`src/rtl/approx_mon_pkg.sv`:
```
// Shared types and helpers for the approximate-adder error monitor.
// Holds the controller states, default widths and the saturating add.
package approx_mon_pkg;

  localparam int DEF_WIDTH = 16;
  localparam int DEF_CNT_W = 32;
  localparam int DEF_ACC_W = 48;

  typedef enum logic [1:0] {
    RUN    = 2'd0,
    DRAIN  = 2'd1,
    REPORT = 2'd2
  } mon_state_e;

  // Operands are zero-extended to 64 bits; the result clips at lim (the all-ones value of the target).
  function automatic logic [63:0] sat_add(input logic [63:0] acc, input logic [63:0] inc,
                                          input logic [63:0] lim);
    logic [64:0] sum;
    logic [63:0] res;
    sum = {1'b0, acc} + {1'b0, inc};
    if (sum >= {1'b0, lim}) begin
      res = lim;
    end else begin
      res = sum[63:0];
    end
    return res;
  endfunction

endpackage

```
`src/rtl/approx_err_calc.sv`:
```
// Two-stage error calculator: exact sum, then absolute difference to the approximate sum.
// Width-generic so it can serve other adder sizes.
module approx_err_calc
  import approx_mon_pkg::*;
#(
  parameter int W = DEF_WIDTH
) (
  input  logic         clk,
  input  logic         rst,
  input  logic         in_valid,
  input  logic [W-1:0] in_a,
  input  logic [W-1:0] in_b,
  input  logic [W:0]   in_approx,
  output logic         s1_valid,
  output logic         s2_valid,
  output logic [W-1:0] s2_a,
  output logic [W-1:0] s2_b,
  output logic [W:0]   s2_diff,
  output logic         s2_ne
);

  logic         s1_valid_r;
  logic [W-1:0] s1_a_r;
  logic [W-1:0] s1_b_r;
  logic [W:0]   s1_approx_r;
  logic [W:0]   s1_exact_r;
  logic         s2_valid_r;
  logic [W-1:0] s2_a_r;
  logic [W-1:0] s2_b_r;
  logic [W:0]   s2_diff_r;
  logic         s2_ne_r;
  logic [W:0]   diff_s;

  // Absolute difference: compare unsigned first so the subtraction never wraps.
  always_comb begin
    diff_s = '0;
    if (s1_exact_r >= s1_approx_r) begin
      diff_s = s1_exact_r - s1_approx_r;
    end else begin
      diff_s = s1_approx_r - s1_exact_r;
    end
  end

  // Stage 1 and stage 2 registers; the pipeline never stalls.
  always_ff @(posedge clk) begin
    if (rst) begin
      s1_valid_r  <= 1'b0;
      s1_a_r      <= '0;
      s1_b_r      <= '0;
      s1_approx_r <= '0;
      s1_exact_r  <= '0;
      s2_valid_r  <= 1'b0;
      s2_a_r      <= '0;
      s2_b_r      <= '0;
      s2_diff_r   <= '0;
      s2_ne_r     <= 1'b0;
    end else begin
      s1_valid_r  <= in_valid;
      s1_a_r      <= in_a;
      s1_b_r      <= in_b;
      s1_approx_r <= in_approx;
      s1_exact_r  <= {1'b0, in_a} + {1'b0, in_b};
      s2_valid_r  <= s1_valid_r;
      s2_a_r      <= s1_a_r;
      s2_b_r      <= s1_b_r;
      s2_diff_r   <= diff_s;
      s2_ne_r     <= (diff_s != '0);
    end
  end

  assign s1_valid = s1_valid_r;
  assign s2_valid = s2_valid_r;
  assign s2_a     = s2_a_r;
  assign s2_b     = s2_b_r;
  assign s2_diff  = s2_diff_r;
  assign s2_ne    = s2_ne_r;

endmodule

```
`src/rtl/approx_add_err_monitor.sv`:
```
// Error-statistics monitor for approximate adders: accumulates count, error count,
// absolute-error sum and worst case, handing them out via a snapshot handshake.
module approx_add_err_monitor
  import approx_mon_pkg::*;
#(
  parameter int WIDTH = DEF_WIDTH,
  parameter int CNT_W = DEF_CNT_W,
  parameter int ACC_W = DEF_ACC_W
) (
  input  logic             clk,
  input  logic             rst,
  input  logic             in_valid,
  output logic             in_ready,
  input  logic [WIDTH-1:0] in_a,
  input  logic [WIDTH-1:0] in_b,
  input  logic [WIDTH:0]   in_approx,
  input  logic             clear,
  input  logic             snap_req,
  output logic             stat_valid,
  input  logic             stat_ready,
  output logic [CNT_W-1:0] samples,
  output logic [CNT_W-1:0] err_count,
  output logic [ACC_W-1:0] err_sum,
  output logic [WIDTH:0]   err_max,
  output logic [WIDTH-1:0] max_a,
  output logic [WIDTH-1:0] max_b,
  output logic             sat
);

  mon_state_e       state_r, state_nxt_s;
  logic             accept_s;
  logic             s1_valid_s, s2_valid_s, s2_ne_s;
  logic [WIDTH-1:0] s2_a_s, s2_b_s;
  logic [WIDTH:0]   s2_diff_s;
  logic             s3_valid_r, s3_ne_r;
  logic [WIDTH-1:0] s3_a_r, s3_b_r;
  logic [WIDTH:0]   s3_diff_r;
  logic [CNT_W-1:0] samples_r, err_count_r, samples_nxt_s, err_count_nxt_s;
  logic [ACC_W-1:0] err_sum_r, err_sum_nxt_s;
  logic [WIDTH:0]   err_max_r;
  logic [WIDTH-1:0] max_a_r, max_b_r;
  logic             sat_r, sat_hit_s, clear_ok_s;

  assign in_ready   = (state_r == RUN) && !rst;
  assign accept_s   = in_valid && in_ready;
  assign stat_valid = (state_r == REPORT);
  assign clear_ok_s = clear && (state_r != REPORT);

  approx_err_calc #(.W(WIDTH)) u_calc (
    .clk      (clk),
    .rst      (rst),
    .in_valid (accept_s),
    .in_a     (in_a),
    .in_b     (in_b),
    .in_approx(in_approx),
    .s1_valid (s1_valid_s),
    .s2_valid (s2_valid_s),
    .s2_a     (s2_a_s),
    .s2_b     (s2_b_s),
    .s2_diff  (s2_diff_s),
    .s2_ne    (s2_ne_s)
  );

  // Controller next state: a snapshot drains the pipe, then holds until consumed.
  always_comb begin
    state_nxt_s = state_r;
    case (state_r)
      RUN: begin
        if (snap_req) state_nxt_s = DRAIN;
        else          state_nxt_s = RUN;
      end
      DRAIN: begin
        if (!s1_valid_s && !s2_valid_s && !s3_valid_r) state_nxt_s = REPORT;
        else                                            state_nxt_s = DRAIN;
      end
      REPORT: begin
        if (stat_ready) state_nxt_s = RUN;
        else            state_nxt_s = REPORT;
      end
      default: state_nxt_s = RUN;
    endcase
  end

  // Saturating next values; reaching all-ones on any of them raises the sticky flag.
  always_comb begin
    samples_nxt_s   = CNT_W'(sat_add(64'(samples_r), 64'd1, 64'({CNT_W{1'b1}})));
    err_count_nxt_s = CNT_W'(sat_add(64'(err_count_r), 64'(s3_ne_r), 64'({CNT_W{1'b1}})));
    err_sum_nxt_s   = ACC_W'(sat_add(64'(err_sum_r), 64'(s3_diff_r), 64'({ACC_W{1'b1}})));
    sat_hit_s       = (&samples_nxt_s) || (&err_count_nxt_s) || (&err_sum_nxt_s);
  end

  // State and stage-3 registers.
  always_ff @(posedge clk) begin
    if (rst) begin
      state_r    <= RUN;
      s3_valid_r <= 1'b0;
      s3_ne_r    <= 1'b0;
      s3_a_r     <= '0;
      s3_b_r     <= '0;
      s3_diff_r  <= '0;
    end else begin
      state_r    <= state_nxt_s;
      s3_valid_r <= s2_valid_s;
      s3_ne_r    <= s2_ne_s;
      s3_a_r     <= s2_a_s;
      s3_b_r     <= s2_b_s;
      s3_diff_r  <= s2_diff_s;
    end
  end

  // Statistics: clear beats a simultaneous stage-3 beat; ties on the maximum keep the earlier beat.
  always_ff @(posedge clk) begin
    if (rst || clear_ok_s) begin
      samples_r   <= '0;
      err_count_r <= '0;
      err_sum_r   <= '0;
      err_max_r   <= '0;
      max_a_r     <= '0;
      max_b_r     <= '0;
      sat_r       <= 1'b0;
    end else if (s3_valid_r) begin
      samples_r   <= samples_nxt_s;
      err_count_r <= err_count_nxt_s;
      err_sum_r   <= err_sum_nxt_s;
      sat_r       <= sat_r || sat_hit_s;
      if (s3_diff_r > err_max_r) begin
        err_max_r <= s3_diff_r;
        max_a_r   <= s3_a_r;
        max_b_r   <= s3_b_r;
      end else begin
        err_max_r <= err_max_r;
      end
    end else begin
      sat_r <= sat_r;
    end
  end

  assign samples   = samples_r;
  assign err_count = err_count_r;
  assign err_sum   = err_sum_r;
  assign err_max   = err_max_r;
  assign max_a     = max_a_r;
  assign max_b     = max_b_r;
  assign sat       = sat_r;

endmodule

```
`config.mk`:
```
export PLATFORM = sky130hd
export DESIGN_NAME = approx_add_err_monitor
export DESIGN_NICKNAME = d
export VERILOG_FILES = /design/src/rtl/approx_mon_pkg.sv /design/src/rtl/approx_err_calc.sv /design/src/rtl/approx_add_err_monitor.sv
export SDC_FILE = /design/constraint.sdc
export NUM_CORES = 1
export LEC_CHECK = 0
export ABC_AREA = 1
export CAP_MARGIN = 30
export CORE_MARGIN = 2
export CORE_UTILIZATION = 45
export CTS_CLUSTER_SIZE = 12
export DETAILED_ROUTE_END_ITERATION = 6
export GPL_ROUTABILITY_DRIVEN = 0
export PLACE_DENSITY = 0.7
export REMOVE_ABC_BUFFERS = 1
export SYNTH_ARGS = -nofsm -noshare
export SYNTH_HDL_FRONTEND = slang
export SYNTH_SLANG_ARGS = --single-unit
```
`constraint.sdc`:
```
create_clock -name clk -period 3.91 [get_ports clk]
set_input_delay 0.5865 -clock clk [delete_from_list [all_inputs] [get_ports clk]]
set_output_delay 0.5865 -clock clk [all_outputs]
set_load 0.03 [all_outputs]
```
# Yosys cells after proc, flatten, opt, wreduce, memory -nomap -nowiden
# Cells that the tools add are included.
dict set report totals {
  ff_bits 333
  romBits 0
  out_inout_bits 164
  latch_bits 0
  input_bits 55
  wordCells 64
  mem_bits_rw 0
  mem_count 0
}
dict set report classes {
  magnitude_cmp 5
  multipliers 0
  add_sub_neg 6
  bitwise 0
  n_mux 8
  n_shift 0
  reduce_logical 19
  eq_ne 3
  div 0
}
# op n
set ops {}
lappend ops {{greater-or-equal comparator 33 x 32 -> 1 bit (second input constant)} 2}
lappend ops {{two-way mux 32 bit} 2}
lappend ops {{AND reduction 32 bit} 2}
lappend ops {{adder 48 x 17 -> 49 bit} 1}
lappend ops {{greater-or-equal comparator 49 x 48 -> 1 bit (second input constant)} 1}
lappend ops {{two-way mux 48 bit} 1}
lappend ops {{AND reduction 48 bit} 1}
lappend ops {{subtractor 17 bit} 2}
lappend ops {{adder 32 x 1 -> 33 bit} 1}
lappend ops {{adder 32 x 1 -> 33 bit (second input constant)} 1}
lappend ops {{adder 16 x 16 -> 17 bit} 1}
lappend ops {{greater-or-equal comparator 17 bit} 1}
lappend ops {{> comparator 17 bit} 1}
lappend ops {{two-way mux 17 bit} 1}
lappend ops {{nonzero test 17 bit} 1}
lappend ops {{one-hot mux 2 bit (3 select lines)} 1}
lappend ops {{logical AND 1 bit} 5}
lappend ops {{logical NOT 1 bit} 4}
lappend ops {{logical OR 1 bit} 4}
lappend ops {{two-way mux 2 bit} 2}
lappend ops {{== test 2 x 1 -> 1 bit (second input constant)} 1}
lappend ops {{== test 2 bit (second input constant)} 1}
lappend ops {{logical NOT 2 bit} 1}
lappend ops {{!= test 2 bit (second input constant)} 1}
lappend ops {{2 further kinds} 2}

# Depth between registers and ports, before layout
dict set report logic_depth {
  ltp_word 7
  depth_mapped 24
  ltp_nobuf 23
}

# Cells and area by module
# A second synthesis with hierarchy kept.
dict set report unflattened {
  hier_cells 3095
  area_unflattened_um2 19516.2
}
# module seq_area_each_um2 n_inst area_per_inst_um2 cells_per_inst
set by_module_without_submodules {}
lappend by_module_without_submodules {approx_add_err_monitor 4304.1 1 13206.4 2170}
lappend by_module_without_submodules {approx_err_calc 2362.3 1 6309.8 925}

# Worst setup path before layout
# No wires, ideal clock.
dict set report synth_timing {
  kind {reg-to-reg}
  from {register err_sum_r[0] (netlist: err_sum[0])}
  to {register err_sum_r[46] (netlist: err_sum[46])}
  setup_slack_ps 1107
  setup_time_ps 56
  stages_incl_launch_ff 24
  period_less_slack_ps 2803
  t_required_ps 3854
  n_path_buf 1
  t_arrival_ps 2747
  path_cell_list {dfxtp_1 ha_1 inv_1 fa_1 inv_1 nand3_1 nand2_2 nand2_1 nand2_1 nand2_1 nand3_2 nand2_1 nand2_1 nand2_1 nor2_1 nand3_1 nor2_1 nand3_2 nand2_4 inv_4 buf_6 nand3_1 nand2_1 inv_1}
}
dict set report synth_via {
  elab_chain_len 3
}
# element line
set synth_lines {}
lappend synth_lines {{start: declaration} approx_add_err_monitor.sv:39} ;# logic [ACC_W-1:0] err_sum_r, err_sum_nxt_s;
lappend synth_lines {{start signal: assignment} approx_add_err_monitor.sv:124} ;# err_sum_r <= err_sum_nxt_s;
lappend synth_lines {{adder 48 x 17 -> 49 bit *} approx_mon_pkg.sv:20} ;# sum = {1'b0, acc} + {1'b0, inc};
lappend synth_lines {{greater-or-equal comparator 49 x 48 -> 1 bit} approx_mon_pkg.sv:21} ;# if (sum >= {1'b0, lim}) begin
lappend synth_lines {{two-way mux 48 bit *} approx_mon_pkg.sv:21}
# Every way passes the cells marked *; elsewhere a longest branch is shown, timed or not.
# A chain may end at the register's enable or synchronous reset.

# Final worst setup path
dict set report layout_timing {
  from {register s3_diff_r[0]}
  to {register err_sum_r[46] (netlist: err_sum[46])}
}
dict set report layout_via {
  elab_chain_len 3
}
# element line
set layout_lines {}
lappend layout_lines {{start: declaration} approx_add_err_monitor.sv:37} ;# logic [WIDTH:0] s3_diff_r;
lappend layout_lines {{start signal: assignment} approx_add_err_monitor.sv:107} ;# s3_diff_r <= s2_diff_s;
lappend layout_lines {{adder 48 x 17 -> 49 bit *} approx_mon_pkg.sv:20}
lappend layout_lines {{greater-or-equal comparator 49 x 48 -> 1 bit} approx_mon_pkg.sv:21}
lappend layout_lines {{two-way mux 48 bit *} approx_mon_pkg.sv:21}
# Marked as above.

==> reports/qor.txt <==
status: finished with violations
violated checks: DRC
total number of H-tree levels: 2
length of routed wiring on met1: 23360 um
Max stage delay on crit path: 0.47 ns
launching element type of the critical path: flop
remaining routing DRC violations: 1
number of stages on the worst hold path: 2
diode count: 0
FF+latch area: 6670 um^2
hold-fix buffer count after cts: 0
Register-to-Register Path Depth: 23
HPWL reported at the end of detailed placement: 41780 um
register bit count reported by yosys: 333
Register-to-Register Setup Slack: 0.46 ns
latest clock arrival within the worst-skew pair: 0.57 ns
uppermost layer routed: met4
number of sinks driven by the clock tree: 333
total grt overflow: 0
Tcrit/Tclk final: 88.17%
crit path time final: 3.447 ns
number of failing hold endpoints at the final stage: 0
post-route worst setup slack: 0.4626 ns
Max transition margin: 44.20%
buffer cell driving the clock tree root: sky130_fd_sc_hd__clkbuf_16
die height: 209.3 um
Max Clk Rate: 290.1 MHz
crit path launch: s3_diff_r[0]$_SDFF_PP0_
CTS tree: built
unrepaired setup endpoints after global routing: no
total length of routed met2 wires: 25570 um
largest fanout of any net on the critical path: 31
1st-pass router iterations: 7
net count reported at finish: 3289
Worst Setup EP: err_sum[46]$_SDFFE_PP0P_
Reg clk slew, reported paths: 0.06 ns
post-CTS setup-driven buffer insertion count: 0
share of post-route cells with drive strength above 1: 4.583%
global-route wire length before repair: 88150 um
area inside the core boundary: 41760 um^2
max cap viols: 0
synthesized area per cell: 6.399 um^2
number of inserted filler cells in the final layout: 4101
total routing usage reported by global routing: 24.71%
Total Power Consumption: 8611 uW
count of input and output buffers: 218
data arrival time of the worst path: 3.90 ns
Crit-path slowest cell: sky130_fd_sc_hd__inv_4
most frequent cell on the critical path: sky130_fd_sc_hd__nand2_1
count of instances resized after the clock tree is built: 0
Die X: 209.3 um
critical path class: flop to flop
final setup violation count: 0
area added between synthesis and finish: 20.19%
Power Density: 377.9 nW/um^2
total length of routed met3 wires: 3970 um
Vias: 18927
main flop type after synthesis: sky130_fd_sc_hd__dfxtp_1
antenna violations before repair: 0
transition at the pin with the smallest max-transition slack: 0.8369 ns
clk_skew: 0.02631 ns
Max clock buf depth: 3
cell-by-cell trace of the critical path: ha_1, inv_1, fa_1, inv_1, nand3_1, nand2_2, nand2_1, nand2_1, nand2_1, nand2_1, nand2_1, nand2_1, nor2_1, nand2_1, nor2_1, nand2_1, nor2_1, nand3_2, nand2_4, inv_4, nand3_1, nand2_1, inv_1
Leakage: 0.01005 uW
vias in the first global route: 17544
count of antenna-violating nets left after detailed routing: 0
worst slack after detailed placement: 0.5176 ns
endpoint type of the worst setup path: flop
post-synthesis instance area: 18960 um^2
Post-synth EDFFs: 0
initial detailed-routing violation count: 1815
worst voltage drop across the vdd grid: 312.7 uV
Yosys warning total: 0
largest net degree at the start of global routing: 193
area used by multi-input combinational logic: 9976 um^2
final number of max-transition violations: 0
I/O pin count: 219
row cnt: 75
post-synthesis instance total: 2963
number of buffers inserted during clock tree synthesis: 39
final WL: 55020 um
capture instance of the worst register-to-register path: err_sum[46]$_SDFFE_PP0P_
Vias/cell: 5.111
data required time of the critical path: 4.36 ns
type of the worst min-delay path: input pin to flop
starting utilization of the core area: 45.40%
share of the yosys chip area belonging to registers: 35.16%
r2r startpoint: s3_diff_r[0]$_SDFF_PP0_
Async S/R FF share, synth: 0%
average routed wire per standard cell: 14.86 um
Unique masters post-synth: 46
die footprint: 43790 um^2
==> Yosys cell counts, types with 35 or more instances <==
library cell | instances | area [um^2]
sky130_fd_sc_hd__xor2_1 | 38 | 332.8
sky130_fd_sc_hd__a31oi_1 | 35 | 219.0
sky130_fd_sc_hd__nand3_1 | 154 | 770.7
sky130_fd_sc_hd__ha_1 | 87 | 1089
sky130_fd_sc_hd__clkbuf_1 | 61 | 229.0
sky130_fd_sc_hd__a21oi_1 | 110 | 550.5
sky130_fd_sc_hd__nand3_2 | 35 | 350.3
sky130_fd_sc_hd__nor2_1 | 555 | 2083
sky130_fd_sc_hd__dfxtp_1 | 333 | 6666
sky130_fd_sc_hd__inv_1 | 500 | 1877
sky130_fd_sc_hd__o21ai_0 | 142 | 710.7
sky130_fd_sc_hd__nand2_1 | 701 | 2631
==> worst min path at each step <==
stage	from	to	slack, ns
4_1_cts	rst	state_r[0]$_SDFF_PP0_	0.34
6_report	rst	state_r[0]$_SDFF_PP0_	0.33
2_1_floorplan	u_calc.s2_a[0]$_SDFF_PP0_	s3_a_r[0]$_SDFF_PP0_	0.39
3_3_place_gp	u_calc.s2_a[4]$_SDFF_PP0_	s3_a_r[4]$_SDFF_PP0_	0.39
3_5_place_dp	u_calc.s1_a_r[8]$_SDFF_PP0_	u_calc.s2_a[8]$_SDFF_PP0_	0.39
5_1_grt	rst	state_r[0]$_SDFF_PP0_	0.35
==> power breakdown <==
group          switching [uW]  internal (uW)  leakage, uW  total [uW]
Combinational             923            517      0.00673        1440
Clock                    1450           2040     0.000594        3490
Sequential                106           3570      0.00272        3680
Total                    2480           6130       0.0100        8610
==> cell type report <==
| cell class | count | area share (%) |
|---|---|---|
| Multi-Input combinational cell | 2027 | 43.78 |
| Sequential cell | 333 | 29.27 |
| Timing Repair Buffer | 229 | 10.18 |
| Inverter | 513 | 8.461 |
| Clock buffer | 48 | 4.607 |
| Tap cell | 539 | 2.960 |
| Clock inverter | 14 | 0.7413 |
==> registers in the layout, summed over array words and instances, names as in the netlist, 17 cells and up <==
register and cells:
u_calc.s1_exact_r 17, err_sum 48, s3_diff_r 17, u_calc.s2_diff 17
u_calc.s1_approx_r 17, samples 32, err_max 17, err_count 32
==> logic make-up (layout without fill, tap and decap cells) <==
group,after synthesis,after routing,synth area share [%]
and+or+nand+nor,1538,1538,33.89
buffers and inverters,603,804,12.28
DFF,333,333,35.16
xor gates and xnor gates,48,48,2.217
adders and majority gates,91,91,6.164
AOI/OAI and AO/OA,350,350,10.29
==> per-stage QoR <==
stage / instances / setup TNS (ns) / util (%) / area [um^2] / hold WS (ns)
floorplan: 2873 / -363.95 / - / 18560 / 0.3883
global placement: 3639 / 0 / 51.54 / 21520 / 0.3885
detailed placement: 3641 / 0 / 51.65 / 21570 / 0.3928
CTS: 3703 / 0 / 54.57 / 22790 / 0.3389
global route: 3703 / 0 / 54.57 / 22790 / 0.3496
finish: 3703 / 0 / 54.57 / 22790 / 0.3314
==> worst max-delay path, delay by kind of cell (launching register included) <==
kind          cells  cell delay, ns
fa+ha+maj         2            0.60
buf+inv           4            0.67
flops             1            0.36
simple gates     17            1.66
==> cells in the final DEF (no fill, tap or decap), types with 32 or more instances in the layout <==
| master | n |
|---|---|
| sky130_fd_sc_hd__nand2_1 | 701 |
| sky130_fd_sc_hd__nor2_1 | 555 |
| sky130_fd_sc_hd__inv_1 | 500 |
| sky130_fd_sc_hd__dfxtp_1 | 332 |
| sky130_fd_sc_hd__clkdlybuf4s50_1 | 217 |
| sky130_fd_sc_hd__nand3_1 | 154 |
| sky130_fd_sc_hd__o21ai_0 | 142 |
| sky130_fd_sc_hd__a21oi_1 | 109 |
| sky130_fd_sc_hd__ha_1 | 87 |
| sky130_fd_sc_hd__clkbuf_16 | 39 |
| sky130_fd_sc_hd__xor2_1 | 38 |
| sky130_fd_sc_hd__a31oi_1 | 35 |
| sky130_fd_sc_hd__nand3_2 | 35 |
| sky130_fd_sc_hd__o211ai_1 | 32 |
==> metal layers <==
metal	vias up	track usage, %
met1	8515	31.15
met5	-	0
met3	141	3.920
met2	736	41.86
met4	0	10.76
li1	9535	-
Note: power is estimated with default switching activity, not from simulation.
